### config.mk
export PLATFORM = sky130hd
export DESIGN_NAME = vp_frame_ctrl
export DESIGN_NICKNAME = d
export VERILOG_FILES = /design/src/rtl/vp_ctrl_pkg.sv /design/src/rtl/vp_timing_cnt.sv /design/src/rtl/vp_frame_ctrl.sv
export SDC_FILE = /design/constraint.sdc
export NUM_CORES = 1
export LEC_CHECK = 0
export ABC_AREA = 1
export CAP_MARGIN = 20
export CORE_UTILIZATION = 30
export DETAILED_ROUTE_END_ITERATION = 10
export SLEW_MARGIN = 25
export SYNTH_ARGS = -nofsm -noshare
export SYNTH_HDL_FRONTEND = slang
export SYNTH_SLANG_ARGS = --single-unit
export TNS_END_PERCENT = 10
### constraint.sdc
create_clock -name clk -period 4 [get_ports clk]
set_input_delay 0.8 -clock clk [delete_from_list [all_inputs] [get_ports clk]]
set_output_delay 0.8 -clock clk [all_outputs]
set_load 0.03 [all_outputs]
### src/rtl/vp_ctrl_pkg.sv
// Shared types and constants for the binarisation-stage frame controller.
package vp_ctrl_pkg;

  typedef enum logic [1:0] {
    S_WAIT,
    S_MEASURE,
    S_LOCKED
  } state_t;

  localparam logic [1:0] MODE_BYPASS = 2'd0;
  localparam logic [1:0] MODE_BIN    = 2'd1;
  localparam logic [1:0] MODE_INV    = 2'd2;

  localparam logic [7:0] VP_DEF_THR  = 8'd128;
  localparam logic [1:0] VP_DEF_MODE = MODE_BIN;

  // The reserved encoding 3 behaves as bypass.
  function automatic logic [1:0] map_mode(input logic [1:0] m);
    case (m)
      MODE_BIN: return MODE_BIN;
      MODE_INV: return MODE_INV;
      default:  return MODE_BYPASS;
    endcase
  endfunction

endpackage

### src/rtl/vp_timing_cnt.sv
// Raster edge detection plus pixel/line/frame counters; strobes the measured
// width of each line on the de falling edge.
module vp_timing_cnt #(
  parameter int PIX_W   = 12,
  parameter int LINE_W  = 12,
  parameter int FRAME_W = 16
) (
  input  logic               clk,
  input  logic               rst_n,
  input  logic               de_in,
  input  logic               v_sync_in,
  output logic               vs_rise,
  output logic               de_fall,
  output logic               frame_start,
  output logic [PIX_W-1:0]   pix_cnt,
  output logic [LINE_W-1:0]  line_cnt,
  output logic [FRAME_W-1:0] frame_cnt,
  output logic [PIX_W-1:0]   line_w
);

  logic vs_q;
  logic de_q;

  assign vs_rise = v_sync_in & ~vs_q;
  assign de_fall = de_q & ~de_in;
  assign line_w  = pix_cnt + 1'b1;

  // pix_cnt trails de by one cycle, so on de_fall it holds the index of the
  // last active pixel and the line length is that index plus one.
  always_ff @(posedge clk or negedge rst_n) begin
    if (!rst_n) begin
      vs_q        <= 1'b0;
      de_q        <= 1'b0;
      frame_start <= 1'b0;
      pix_cnt     <= '0;
      line_cnt    <= '0;
      frame_cnt   <= '0;
    end else begin
      vs_q        <= v_sync_in;
      de_q        <= de_in;
      frame_start <= vs_rise;

      if (de_fall)
        pix_cnt <= '0;
      else if (de_in && de_q && pix_cnt != '1)
        pix_cnt <= pix_cnt + 1'b1;

      if (vs_rise)
        line_cnt <= '0;
      else if (de_fall && line_cnt != '1)
        line_cnt <= line_cnt + 1'b1;

      if (vs_rise)
        frame_cnt <= frame_cnt + 1'b1;
    end
  end

endmodule

### src/rtl/vp_frame_ctrl.sv
// Frame-synchronous controller: geometry lock FSM and threshold/mode updates
// that take effect only at frame start.
module vp_frame_ctrl
  import vp_ctrl_pkg::*;
#(
  parameter int         PIX_W    = 12,
  parameter int         LINE_W   = 12,
  parameter int         FRAME_W  = 16,
  parameter logic [7:0] DEF_THR  = VP_DEF_THR,
  parameter logic [1:0] DEF_MODE = VP_DEF_MODE
) (
  input  logic               clk,
  input  logic               rst_n,
  input  logic               de_in,
  input  logic               h_sync_in,
  input  logic               v_sync_in,
  input  logic               cfg_req,
  input  logic [7:0]         cfg_thr,
  input  logic [1:0]         cfg_mode,
  output logic               cfg_ack,
  output logic               cfg_busy,
  output logic               cfg_done,
  output logic [7:0]         thr_out,
  output logic [1:0]         mode_out,
  output logic               bypass,
  output logic               frame_start,
  output logic [PIX_W-1:0]   pix_cnt,
  output logic [LINE_W-1:0]  line_cnt,
  output logic [FRAME_W-1:0] frame_cnt,
  output logic [PIX_W-1:0]   width,
  output logic [LINE_W-1:0]  height,
  output logic               locked,
  output logic               geom_err
);

  localparam logic [1:0] RST_MODE = map_mode(DEF_MODE);

  logic             vs_rise;
  logic             de_fall;
  logic [PIX_W-1:0] line_w;
  state_t           state;
  logic             have_w;
  logic [7:0]       pend_thr;
  logic [1:0]       pend_mode;

  // Line boundaries come from de alone; hsync carries no extra information.
  logic unused_hsync;
  assign unused_hsync = h_sync_in;

  vp_timing_cnt #(
    .PIX_W   (PIX_W),
    .LINE_W  (LINE_W),
    .FRAME_W (FRAME_W)
  ) u_timing (
    .clk         (clk),
    .rst_n       (rst_n),
    .de_in       (de_in),
    .v_sync_in   (v_sync_in),
    .vs_rise     (vs_rise),
    .de_fall     (de_fall),
    .frame_start (frame_start),
    .pix_cnt     (pix_cnt),
    .line_cnt    (line_cnt),
    .frame_cnt   (frame_cnt),
    .line_w      (line_w)
  );

  always_ff @(posedge clk or negedge rst_n) begin
    if (!rst_n) begin
      state    <= S_WAIT;
      width    <= '0;
      height   <= '0;
      locked   <= 1'b0;
      geom_err <= 1'b0;
      have_w   <= 1'b0;
    end else begin
      case (state)
        S_WAIT: begin
          if (vs_rise) begin
            state    <= S_MEASURE;
            geom_err <= 1'b0;
            have_w   <= 1'b0;
          end
        end
        S_MEASURE: begin
          if (vs_rise) begin
            height   <= line_cnt;
            geom_err <= 1'b0;
            have_w   <= 1'b0;
            if (!geom_err && line_cnt != '0) begin
              state  <= S_LOCKED;
              locked <= 1'b1;
            end
          end else if (de_fall) begin
            if (!have_w) begin
              width  <= line_w;
              have_w <= 1'b1;
            end else if (line_w != width) begin
              geom_err <= 1'b1;
            end
          end
        end
        S_LOCKED: begin
          if (vs_rise) begin
            geom_err <= 1'b0;
            have_w   <= 1'b0;
            if (line_cnt != height) begin
              state  <= S_MEASURE;
              locked <= 1'b0;
            end
          end else if (de_fall && line_w != width) begin
            // Keep comparing the rest of this frame against the old width.
            geom_err <= 1'b1;
            have_w   <= 1'b1;
            state    <= S_MEASURE;
            locked   <= 1'b0;
          end
        end
        default: begin
          state  <= S_WAIT;
          locked <= 1'b0;
        end
      endcase
    end
  end

  // A capture blocks the apply path that cycle, so a request arriving with
  // vsync is held for the following frame.
  always_ff @(posedge clk or negedge rst_n) begin
    if (!rst_n) begin
      thr_out   <= DEF_THR;
      mode_out  <= RST_MODE;
      bypass    <= (RST_MODE == MODE_BYPASS);
      pend_thr  <= '0;
      pend_mode <= '0;
      cfg_ack   <= 1'b0;
      cfg_busy  <= 1'b0;
      cfg_done  <= 1'b0;
    end else begin
      cfg_ack  <= 1'b0;
      cfg_done <= 1'b0;
      if (cfg_req && !cfg_busy && !cfg_ack) begin
        pend_thr  <= cfg_thr;
        pend_mode <= cfg_mode;
        cfg_ack   <= 1'b1;
        cfg_busy  <= 1'b1;
      end else if (vs_rise && cfg_busy) begin
        thr_out  <= pend_thr;
        mode_out <= map_mode(pend_mode);
        bypass   <= (map_mode(pend_mode) == MODE_BYPASS);
        cfg_busy <= 1'b0;
        cfg_done <= 1'b1;
      end
    end
  end

endmodule

# == Word-level counts from Yosys, hierarchy flattened ==
# Index checks and enable logic that the tools add are counted.
# totals
ff_bits,96
output_inout_bits,81
elab_cells,108
# classes
n_addsub,3
eq_ne,16
muxes,36
bitwise_logic,8
reduce_logical,25
# ops
operator,count
$mux W12,4
$add A12 B1 Y12 const B,2
$ne A12 B12 Y1,2
$ne A12 B12 Y1 const B,2
$mux W1,19
$add A16 B1 Y16 const B,1
$mux W2,8
$ne A3 B2 Y1 const B,4
$reduce_bool A12 Y1,1
$reduce_and A5 Y1,2
$pmux W1 S3,3
$logic_and A1 B1 Y1,8
$reduce_and A4 Y1,2
$not A1 Y1,6
$pmux W2 S3,1
$reduce_and A6 Y1,1
$reduce_bool A2 Y1,3
$eq A2 B1 Y1 const B,2
$eq A2 B2 Y1 const B,2
$logic_not A2 Y1,2
$ne A2 B1 Y1 const B,2
$pmux W2 S2,1
$reduce_and A2 Y1,2
$logic_not A1 Y1,3
4 further kinds,5

# == Longest topological paths before layout ==
# Gate-level depths: netlist of run 1.
# depth
ltp_word,7
mapped_depth,15

# == By module ==
# Synthesis of run 1 repeated with hierarchy kept, for this count alone.
# unflattened
hier_cells,661
area_unflattened_um2,5032.3
# modules_own_cells
module,n_inst,cells_each,area_each_um2
vp_frame_ctrl,1,343,2642.5
vp_timing_cnt,1,318,2389.8

# == Worst setup path after synthesis of run 1 ==
# No wires, ideal clock.
# synth_path
kind,input-to-reg
startpoint,in v_sync_in
endpoint,reg u_timing.frame_cnt[14]
setup_time_ns,0.134
t_arrival_ns,1.969
setup_slack_ns,1.898
stages,9
cell_sequence,inv_1 nor2_4 nand2_1 nor3_2 nand3_1 nand3b_1 nor2_1 nand4_1 xnor2_1
# synth_between
elab_chain_cells,1
# synth_lines
item,line_no,rtl
"start, declared",vp_frame_ctrl.sv:16,"input logic v_sync_in,"
$and A1 B1 Y1,vp_timing_cnt.sv:24,assign vs_rise = v_sync_in & ~vs_q;
"end signal, assigned",vp_timing_cnt.sv:54,frame_cnt <= frame_cnt + 1'b1;
"end, declared",vp_timing_cnt.sv:17,"output logic [FRAME_W-1:0] frame_cnt,"
# No other way between the ends.
# A chain may end at the register's enable or synchronous reset.

# == Worst setup path after layout of run 1 ==
# layout_path
startpoint,in v_sync_in
endpoint,reg width[3]
# layout_between
elab_chain_cells,3
# layout_lines
item,line_no,rtl
$and A1 B1 Y1,vp_timing_cnt.sv:24,
$not A1 Y1 (no line),n/a,
$reduce_and A4 Y1 (no line),n/a,
"end signal, assigned",vp_frame_ctrl.sv:96,width <= line_w;
"end, declared",vp_frame_ctrl.sv:30,"output logic [PIX_W-1:0] width,"
# No other way between the ends.

==> results of run 1 <==
==> cell type report <==
class | count | area, µm²
repair buffers | 99 | 982
flip-flops and latches | 96 | 2400
multi-input cells | 404 | 2030
inverters | 67 | 251
clock buffers | 11 | 243
well taps | 211 | 264
fillers | 1559 | 9100
clock inverters | 5 | 40.0
==> layer usage <==
layer / track usage / part of all wire / vias to the layer above
li1: - / - / 2049
met1: 0.198 / 0.45 / 1989
met2: 0.261 / 0.48 / 113
met3: 0.0448 / 0.055 / 18
met4: 0.0547 / 0.013 / 0
met5: 0 / 0 / -
==> cell usage in the layout, fill, tap and decap left out, drive strengths merged, types with 3 or more instances in the layout <==
master         Yosys  final
a21oi              7      7
buf                3      5
xor2              12     12
or2                5      5
dfrtp             94     94
nand2            188    188
xnor2             10     10
nand4             14     14
clkinvlp           0      3
inv               66     67
o21ai             49     49
clkbuf             8     11
nand3b             3      3
nor2              38     38
ha                10     10
nand3             49     49
nor3              13     13
clkdlybuf4s50      0     94
==> synth_stat cells <==
cell type	n	share of area
buf_1	2	0.0016
nor2_4	2	0.0048
xor2_1	12	0.022
nand3_1	47	0.050
nand3b_1	3	0.0048
xnor2_1	10	0.019
ha_1	10	0.026
nor2_2	3	0.0040
nor3_1	12	0.013
o21ai_2	4	0.0074
buf_6	1	0.0024
o21ai_1	9	0.0095
clkinv_1	1	0.00079
inv_1	65	0.052
nand2_1	183	0.15
nand4_1	14	0.019
nand3_2	1	0.0021
nor2_1	33	0.026
nand2_2	5	0.0066
nor3b_1	2	0.0032
clkbuf_1	8	0.0063
a21oi_1	7	0.0074
nor3_2	1	0.0021
o21ai_0	36	0.038
o22ai_2	1	0.0026
or2_2	5	0.0066
a221oi_1	2	0.0037
dfstp_2	2	0.011
or4_4	1	0.0024
inv_2	1	0.00079
dfrtp_1	94	0.50
nand3_4	1	0.0037
==> path summary, 6_finish.rpt <==
| check | endpoint | startpoint | slack [ns] | cells past startpoint |
|---|---|---|---|---|
| max | width[3] | v_sync_in | 1.29 | 10 |
| min | width[1] | rst_n | 0.46 | 1 |
| max reg2reg | state[1] | u_timing.pix_cnt[1] | 1.85 | 15 |
| min reg2reg | mode_out[0] | mode_out[0] | 0.47 | 2 |
| max in group asynchronous | mode_out[0] | rst_n | 2.70 | 2 |
| min in group clk | mode_out[0] | mode_out[0] | 0.47 | 2 |
==> per-stage QoR <==
step	cell area [µm²]	power, mW	setup slack [ns]	instances	hold slack (ns)
final	6210	3.58	1.29	893	0.458
after global routing	6210	3.83	1.03	893	0.485
after CTS	6210	3.63	1.28	893	0.471
after detailed placement	5930	2.78	0.923	877	0.459
after global placement	5930	2.75	1.01	877	0.454
after floorplan	4730	2.23	1.90	578	0.442
==> logic make-up after synthesis <==
logic type | after synthesis | synth area share
DFF | 96 | 0.508
AOI/OAI and AO/OA | 59 | 0.0687
buffers and inverters | 78 | 0.0635
and+or+nand+nor | 313 | 0.292
adders and majority gates | 10 | 0.0264
xor gates and xnor gates | 22 | 0.0407
==> power by group through the flow <==
| stage | clock [mW] | combinational [mW] | sequential [mW] |
|---|---|---|---|
| 3_5_place_dp | 0 | 1.36 | 1.42 |
| 3_3_place_gp | 0 | 1.33 | 1.41 |
| 5_1_grt | 0.904 | 1.49 | 1.44 |
| 6_report | 0.832 | 1.35 | 1.40 |
| 4_1_cts | 0.862 | 1.36 | 1.41 |
| 2_1_floorplan | 0 | 0.508 | 1.72 |
==> worst max-delay path: cells and delay by family <==
| kind | cells | cell delay [ns] |
|---|---|---|
| buffers and inverters | 4 | 1.29 |
| and+or+nand+nor | 5 | 0.78 |
| AOI/OAI and AO/OA | 1 | 0.10 |
==> flip-flops by register name, summed over array words and instances (netlist names), 2 cells and up <==
register,flops
height,12
mode_out,2
pend_mode,2
pend_thr,8
state,2
thr_out,8
u_timing.frame_cnt,16
u_timing.line_cnt,12
u_timing.pix_cnt,12
width,12
==> results.py, run 1 <==
metrics = {
    "status": {
        "status": "finished clean",
    },
    "timing": {
        "rsz0062_at_grt": "false",
        "setup_viol": 0,
        "fin_crit_ns": 2.71,
        "tns_ns": 0,
        "hold_viol_final": 0,
        "slew_viol_final": 0,
        "tightest_slew_ns": 0.693,
        "slew_headroom": 0.537,
        "fmax_mhz": 368,
        "fin_crit_sh": 0.679,
        "skew_ns": 0.00928,
    },
    "clocking": {
        "root_buffer": "clkbuf_16",
        "cts.sinks": 96,
        "tritoncts": "yes",
        "postCtsSetupBuffers": 0,
        "cts_hold_buf": 0,
        "cts.clk_slew.worst_paths_ns": 0.07,
        "ctsResizeCount": 0,
        "clockBufferDepth": 2,
        "h-tree-depth": 3,
        "clkLatencyLatePin_ns": 0.35,
        "cts_made_buffers": 9,
    },
    "synth": {
        "syn_area_um2": 4730,
        "yosysUniqueCellTypes": 32,
        "synthesis.instances": 578,
        "yosysSeqAreaShare": 0.508,
        "ys_warn_count": 0,
        "syn_nets": 604,
        "post_synth.cell_area_avg_um2": 8.19,
        "synth_seq_cells": 96,
    },
    "drt": {
        "vias": 4169,
        "ant_nets": 0,
        "drt_first_pass_iters": 4,
        "drc_errors": 0,
        "routed_wl_mm": 11.8,
        "via_per_inst": 4.67,
        "wl_per_cell_um": 13.2,
        "drt_iter0_drc": 159,
    },
    "power": {
        "p_comb_frac": 0.376,
        "p_sw_mw": 1.40,
        "pwr-share-clk": 0.232,
        "seqPwrFrac": 0.392,
        "sw_frac_of_total": 0.391,
        "p_leak_nw": 2.87,
        "p_per_area_nw_per_um2": 577,
        "peakVddDrop_v": 0.000318,
        "p_int_mw": 2.18,
    },
    "floorplan": {
        "coreArea_um2": 15300,
        "die_w_um": 128,
        "fp.dieArea_um2": 16300,
        "start_util": 0.309,
        "die_h_um": 128,
        "core.rowCount": 45,
        "ios": 97,
    },
    "placed_design": {
        "portBuffers": 95,
        "dp_hpwl_mm": 8.45,
        "gp_congestion": 0.864,
    },
    "final_layout": {
        "syn2layout_area_growth_pct": 31.3,
        "final_layout_size_suffix_gt1_frac": 0.0689,
        "nNetsFinal": 703,
        "diodes": 0,
        "final_util": 0.406,
    },
    "worst_setup_path": {
        "crit_path_max_fanout": 13,
        "required_ns": 4.26,
        "worst_setup_path_start_kind": "input pin",
        "crit_slowest_cell": "clkdlybuf4s50_1",
        "cp.arrival_ns": 2.97,
        "endpoint_kind": "flop",
        "path_cells": "clkdlybuf4s50_1 -> inv_1 -> nor2_4 -> inv_1 -> nand2_1 -> nor2_1 -> nand2_1 -> inv_1 -> nand2_1 -> o21ai_0",
        "cp_slowest_stage_delay_ns": 0.42,
        "worst-setup-path-type": "in2reg",
    },
    "global_route": {
        "grt_max_degree": 74,
        "grt_pass1_vias": 4212,
        "gr-total-overflow": 0,
        "antenna_found_initial": 0,
        "grt_usage": 0.158,
        "grt_first_pass_wirelength_mm": 20.2,
    },
    "min_path": {
        "hp-class": "in2async",
    },
    "job": {
        "maxCapViolCount": 0,
    },
}
Note: power is estimated with default switching activity, not from simulation.
==> run 2: changes to the inputs <==
Clock period 4 ns to 2.8 ns, I/O delays scaled along.
==> results.py, run 2 (synthesis gave the netlist of run 1 again) <==
metrics = {
    "final_layout": {
        "layout.cells.most_common_list": "183 x nand2_1, 94 x dfrtp_1, 94 x clkdlybuf4s50_1",
        "multi_input_area_um2": 2030,
        "fillers": 1556,
        "largest_reg_flops": 16,
        "diodes": 0,
        "final_common_cell": "nand2_1",
        "syn2layout_area_growth_pct": 32.8,
        "nNetsFinal": 709,
        "final_layout_size_suffix_gt1_frac": 0.0785,
        "seq_area_um2": 2400,
        "largest-register": "u_timing.frame_cnt",
    },
    "placed_design": {
        "gp_congestion": 0.881,
        "portBuffers": 95,
        "place_ws_ns": 0.224,
        "dp_hpwl_mm": 8.53,
    },
    "worst_setup_path": {
        "required_ns": 3.04,
        "r2r_start": "u_timing.pix_cnt[1]",
        "crit_path_max_fanout": 4,
        "cp-startpoint": "v_sync_in",
        "cp_slowest_stage_delay_ns": 0.48,
        "path_cells": "clkdlybuf4s50_1 -> inv_1 -> nor2_4 -> nand2_1 -> nor3_2 -> nand3_1 -> nand3b_1 -> nor2_1 -> nand4_1 -> xnor2_1",
        "worst-setup-path-type": "in2reg",
        "endpoint_kind": "flop",
        "crit_slowest_cell": "clkdlybuf4s50_1",
        "worst_setup_path_start_kind": "input pin",
        "cp.arrival_ns": 2.40,
    },
    "timing": {
        "slew_headroom": 0.672,
        "holdWs_ns": 0.172,
        "rsz0062_at_grt": "false",
        "tightest_slew_ns": 0.492,
        "timing.final.ws_setup_ns": 0.637,
        "setup_viol": 0,
        "hold_viol_final": 0,
        "fin_crit_sh": 0.772,
        "slew_viol_final": 0,
        "tns_ns": 0,
        "fin_crit_ns": 2.16,
        "skew_ns": 0.00760,
        "fmax_mhz": 462,
    },
    "clocking": {
        "clkLatencyLatePin_ns": 0.35,
        "h-tree-depth": 3,
        "cts.clk_slew.worst_paths_ns": 0.07,
        "cts.sinks": 96,
        "clockBufferDepth": 2,
        "cts_made_buffers": 9,
        "postCtsSetupBuffers": 0,
        "cts_hold_buf": 0,
        "ctsResizeCount": 0,
        "root_buffer": "clkbuf_16",
        "tritoncts": "yes",
    },
    "floorplan": {
        "fp.dieArea_um2": 16300,
        "coreArea_um2": 15300,
        "ios": 97,
        "die_h_um": 128,
        "core.rowCount": 45,
        "start_util": 0.309,
        "die_w_um": 128,
    },
    "power": {
        "p_leak_nw": 2.92,
        "p_total_mw": 5.17,
        "peakVddDrop_v": 0.000448,
        "p_per_area_nw_per_um2": 822,
    },
    "drt": {
        "drt_iter0_drc": 214,
        "routed_wl_mm": 11.7,
        "vias": 4148,
        "drc_errors": 0,
        "drt_first_pass_iters": 5,
        "via_per_inst": 4.61,
        "ant_nets": 0,
        "wl_per_cell_um": 13.0,
    },
    "global_route": {
        "grt_pass1_vias": 4033,
        "grt_first_pass_wirelength_mm": 19.5,
        "antenna_found_initial": 0,
        "grt_usage": 0.153,
        "grt_max_degree": 47,
        "gr-total-overflow": 0,
    },
    "status": {
        "status": "finished clean",
    },
    "job": {
        "maxCapViolCount": 0,
    },
    "min_path": {
        "hp-class": "in2async",
    },
}
run 2: cell types whose count changed in the layout (fill, tap and decap cells not counted), sizes merged:
cell | before | now
inv | 67 | 69
buf | 5 | 11
clkbuf | 11 | 9
clkinvlp | 3 | 1
clkinv | 2 | 4
run 2: worst paths after layout:
path / end / slack, ns / cells after the start
setup / recovery: u_timing.frame_cnt[14] / 0.64 / 10
hold / removal: width[0] / 0.17 / 1
setup reg to reg: state[1] / 0.65 / 15
hold reg to reg: thr_out[7] / 0.46 / 2
max in group asynchronous: thr_out[7] / 1.95 / 2
min in group clk: thr_out[7] / 0.46 / 2
run 2: report_power, final:
part	total [mW]	internal, mW	switching [mW]	leakage, nW
sequential	2.01	1.73	0.276	1.26
clock	1.23	0.629	0.600	0.143
combinational	1.93	0.768	1.16	1.51
run 2: routing by layer:
metal / wire length, µm / share of wire / global-route usage / up-vias
met4: 186 / 0.016 / 0.0616 / 0
met3: 621 / 0.053 / 0.0268 / 12
met2: 5560 / 0.48 / 0.249 / 124
met1: 5330 / 0.46 / 0.200 / 1952
met5: 0 / 0 / 0 / -
li1: - / - / - / 2060
run 2: layout make-up:
type	count	share of cell area
clock inverters	7	0.0119
inverters	67	0.0400
flip-flops and latches	96	0.383
multi-input cells	404	0.323
well taps	211	0.0420
clock buffers	9	0.0358
repair buffers	105	0.165
run 2: worst max-delay path, delay by kind of cell:
kind	cells	cell delay [ns]
xor+xnor	1	0.15
simple gates	7	1.14
buf+inv	2	0.55
run 2: metrics by stage:
step | instances | util | instance area [µm²]
finish | 899 | 0.410 | 6280
global route | 899 | 0.410 | 6280
CTS | 899 | 0.410 | 6280
detailed placement | 883 | 0.391 | 5980
global placement | 883 | 0.391 | 5980
floorplan | 578 | - | 4730
==> run 3: changes to the inputs <==
Clock period 2.8 ns to 1.9 ns, I/O delays scaled along.
==> results.py, run 3 (synthesis gave the netlist of run 1 again) <==
metrics = {
    "status": {
        "status": "finished, violations left",
        "violations": "negative setup slack",
    },
    "worst_setup_path": {
        "crit_path_max_fanout": 8,
        "cp.arrival_ns": 2.24,
        "r2r_start": "u_timing.pix_cnt[0]",
        "required_ns": 2.19,
        "timing.rr.end": "state[0]",
        "worstRegToRegCells": 15,
        "endpoint_kind": "flop",
        "rrSetupSlack_ns": -0.05,
        "worst_setup_path_start_kind": "flop",
        "worst-setup-path-type": "reg2reg",
    },
    "drt": {
        "drt_first_pass_iters": 5,
        "ant_nets": 0,
        "drc_errors": 0,
        "via_per_inst": 4.56,
        "vias": 4265,
        "wl_per_cell_um": 13.3,
        "drt_iter0_drc": 168,
        "routed_wl_mm": 12.4,
    },
    "global_route": {
        "antenna_found_initial": 0,
        "grt_first_pass_wirelength_mm": 20.6,
        "grt_max_degree": 36,
        "met3_usage": 0.0415,
        "gr-usage-met2": 0.268,
        "gr-total-overflow": 0,
        "grt_pass1_vias": 4265,
        "busiest_layer": "met2",
        "met1_usage": 0.207,
        "grt_usage": 0.162,
    },
    "timing": {
        "tightest_slew_ns": 0.451,
        "slew_viol_final": 0,
        "slew_headroom": 0.699,
        "fin_crit_ns": 1.95,
        "rsz0062_at_grt": "true",
        "hold_viol_final": 0,
        "fmax_mhz": 513,
        "holdWs_ns": 0.470,
        "setup_viol": 5,
        "tns_ns": -0.191,
        "skew_ns": 0.00953,
        "fin_crit_sh": 1.03,
        "timing.final.ws_setup_ns": -0.0490,
    },
    "min_path": {
        "hp-class": "reg2reg",
        "min_from": "u_timing.frame_cnt[15]",
        "holdPathEnd": "u_timing.frame_cnt[15]",
        "worstHoldPathCells": 1,
    },
    "final_layout": {
        "nNetsFinal": 745,
        "layout.cells.most_common_list": "175 x nand2_1, 91 x dfrtp_1, 69 x clkdlybuf4s50_1",
        "largest-register": "u_timing.frame_cnt",
        "diodes": 0,
        "layoutNonFillerInstCount": 935,
        "design_area_um2": 6720,
        "final_layout_size_suffix_gt1_frac": 0.157,
        "final_common_cell": "nand2_1",
        "final_util": 0.439,
        "largest_reg_flops": 16,
        "syn2layout_area_growth_pct": 42.0,
    },
    "job": {
        "maxCapViolCount": 0,
    },
    "floorplan": {
        "die_w_um": 128,
        "ios": 97,
        "start_util": 0.309,
        "die_h_um": 128,
        "core.rowCount": 45,
        "coreArea_um2": 15300,
        "fp.dieArea_um2": 16300,
    },
    "clocking": {
        "clkLatencyLatePin_ns": 0.36,
        "tritoncts": "yes",
        "h-tree-depth": 3,
        "root_buffer": "clkbuf_16",
        "clockBufferDepth": 2,
        "cts_made_buffers": 9,
        "cts.clk_slew.worst_paths_ns": 0.07,
        "cts.sinks": 96,
    },
    "power": {
        "p_per_area_nw_per_um2": 1180,
        "peakVddDrop_v": 0.000783,
        "p_leak_nw": 3.38,
    },
    "placed_design": {
        "gp_congestion": 0.847,
        "placed_cells": 915,
        "place_area_um2": 6260,
        "dp_hpwl_mm": 9.01,
        "portBuffers": 95,
    },
}
[run 3: metal layers]
layer	part of all wire	wire (µm)
met5	0	0
met4	0.0084	104
met2	0.48	5910
met3	0.054	676
met1	0.46	5740
[run 3: timing repair]
| item | 4_1_cts | 5_1_grt |
|---|---|---|
| resized for setup | 23 | 30 |
| endpoints found under the setup margin | 30 | 37 |
| gates cloned | 0 | 0 |
| hold endpoints to repair | 21 | 0 |
| pin swaps | 1 | 10 |
| hold buffers | 1 | 0 |
| buffers inserted | 2 | 1 |
[run 3: worst max-delay path, cell delays in order (launching register included)]
cell and delay (ns):
dfrtp_2 0.46, ha_4 0.28, inv_2 0.03, nand2_1 0.05, nand2_1 0.06, nor2_2 0.08
nand3_1 0.07, nor2_1 0.11, nand3_1 0.10, nor2_2 0.13, nand3_2 0.10, nand2_2 0.10
nand2_4 0.09, nand3_4 0.09, nand2_2 0.05, nand2_1 0.07
[run 3: report_power, final]
| part | switching (mW) | internal, mW |
|---|---|---|
| Sequential | 0.415 | 2.55 |
| Combinational | 1.81 | 1.23 |
| Clock | 0.960 | 0.960 |
| Total | 3.19 | 4.74 |
[run 3: final cells by class]
type	count	area, µm²
fillers	1558	8600
flip-flops and latches	96	2410
multi-input cells	404	2130
repair buffers	141	1350
well taps	211	264
inverters	67	251
clock buffers	9	225
clock inverters	7	93.8
[run 3: worst max-delay path by stage]
| stage | from | endpoint | slack, ns | depth (start not counted) |
|---|---|---|---|---|
| 4_1_cts | u_timing.pix_cnt[1] | state[0] | -0.03 | 15 |
| 5_1_grt | u_timing.pix_cnt[1] | state[1] | -0.20 | 15 |
| 2_1_floorplan | u_timing.pix_cnt[0] | u_timing.pix_cnt[3] | 0.03 | 9 |
| 3_5_place_dp | v_sync_in | u_timing.frame_cnt[14] | -0.39 | 10 |
| 3_3_place_gp | v_sync_in | u_timing.frame_cnt[14] | -0.35 | 10 |
| 6_report | u_timing.pix_cnt[0] | state[0] | -0.05 | 15 |
[run 3: per-stage QoR]
| stage | power (mW) | setup slack [ns] |
|---|---|---|
| floorplan | 4.70 | 0.0330 |
| global placement | 5.92 | -0.350 |
| detailed placement | 5.98 | -0.393 |
| CTS | 7.95 | -0.0321 |
| global route | 8.47 | -0.198 |
| finish | 7.93 | -0.0490 |
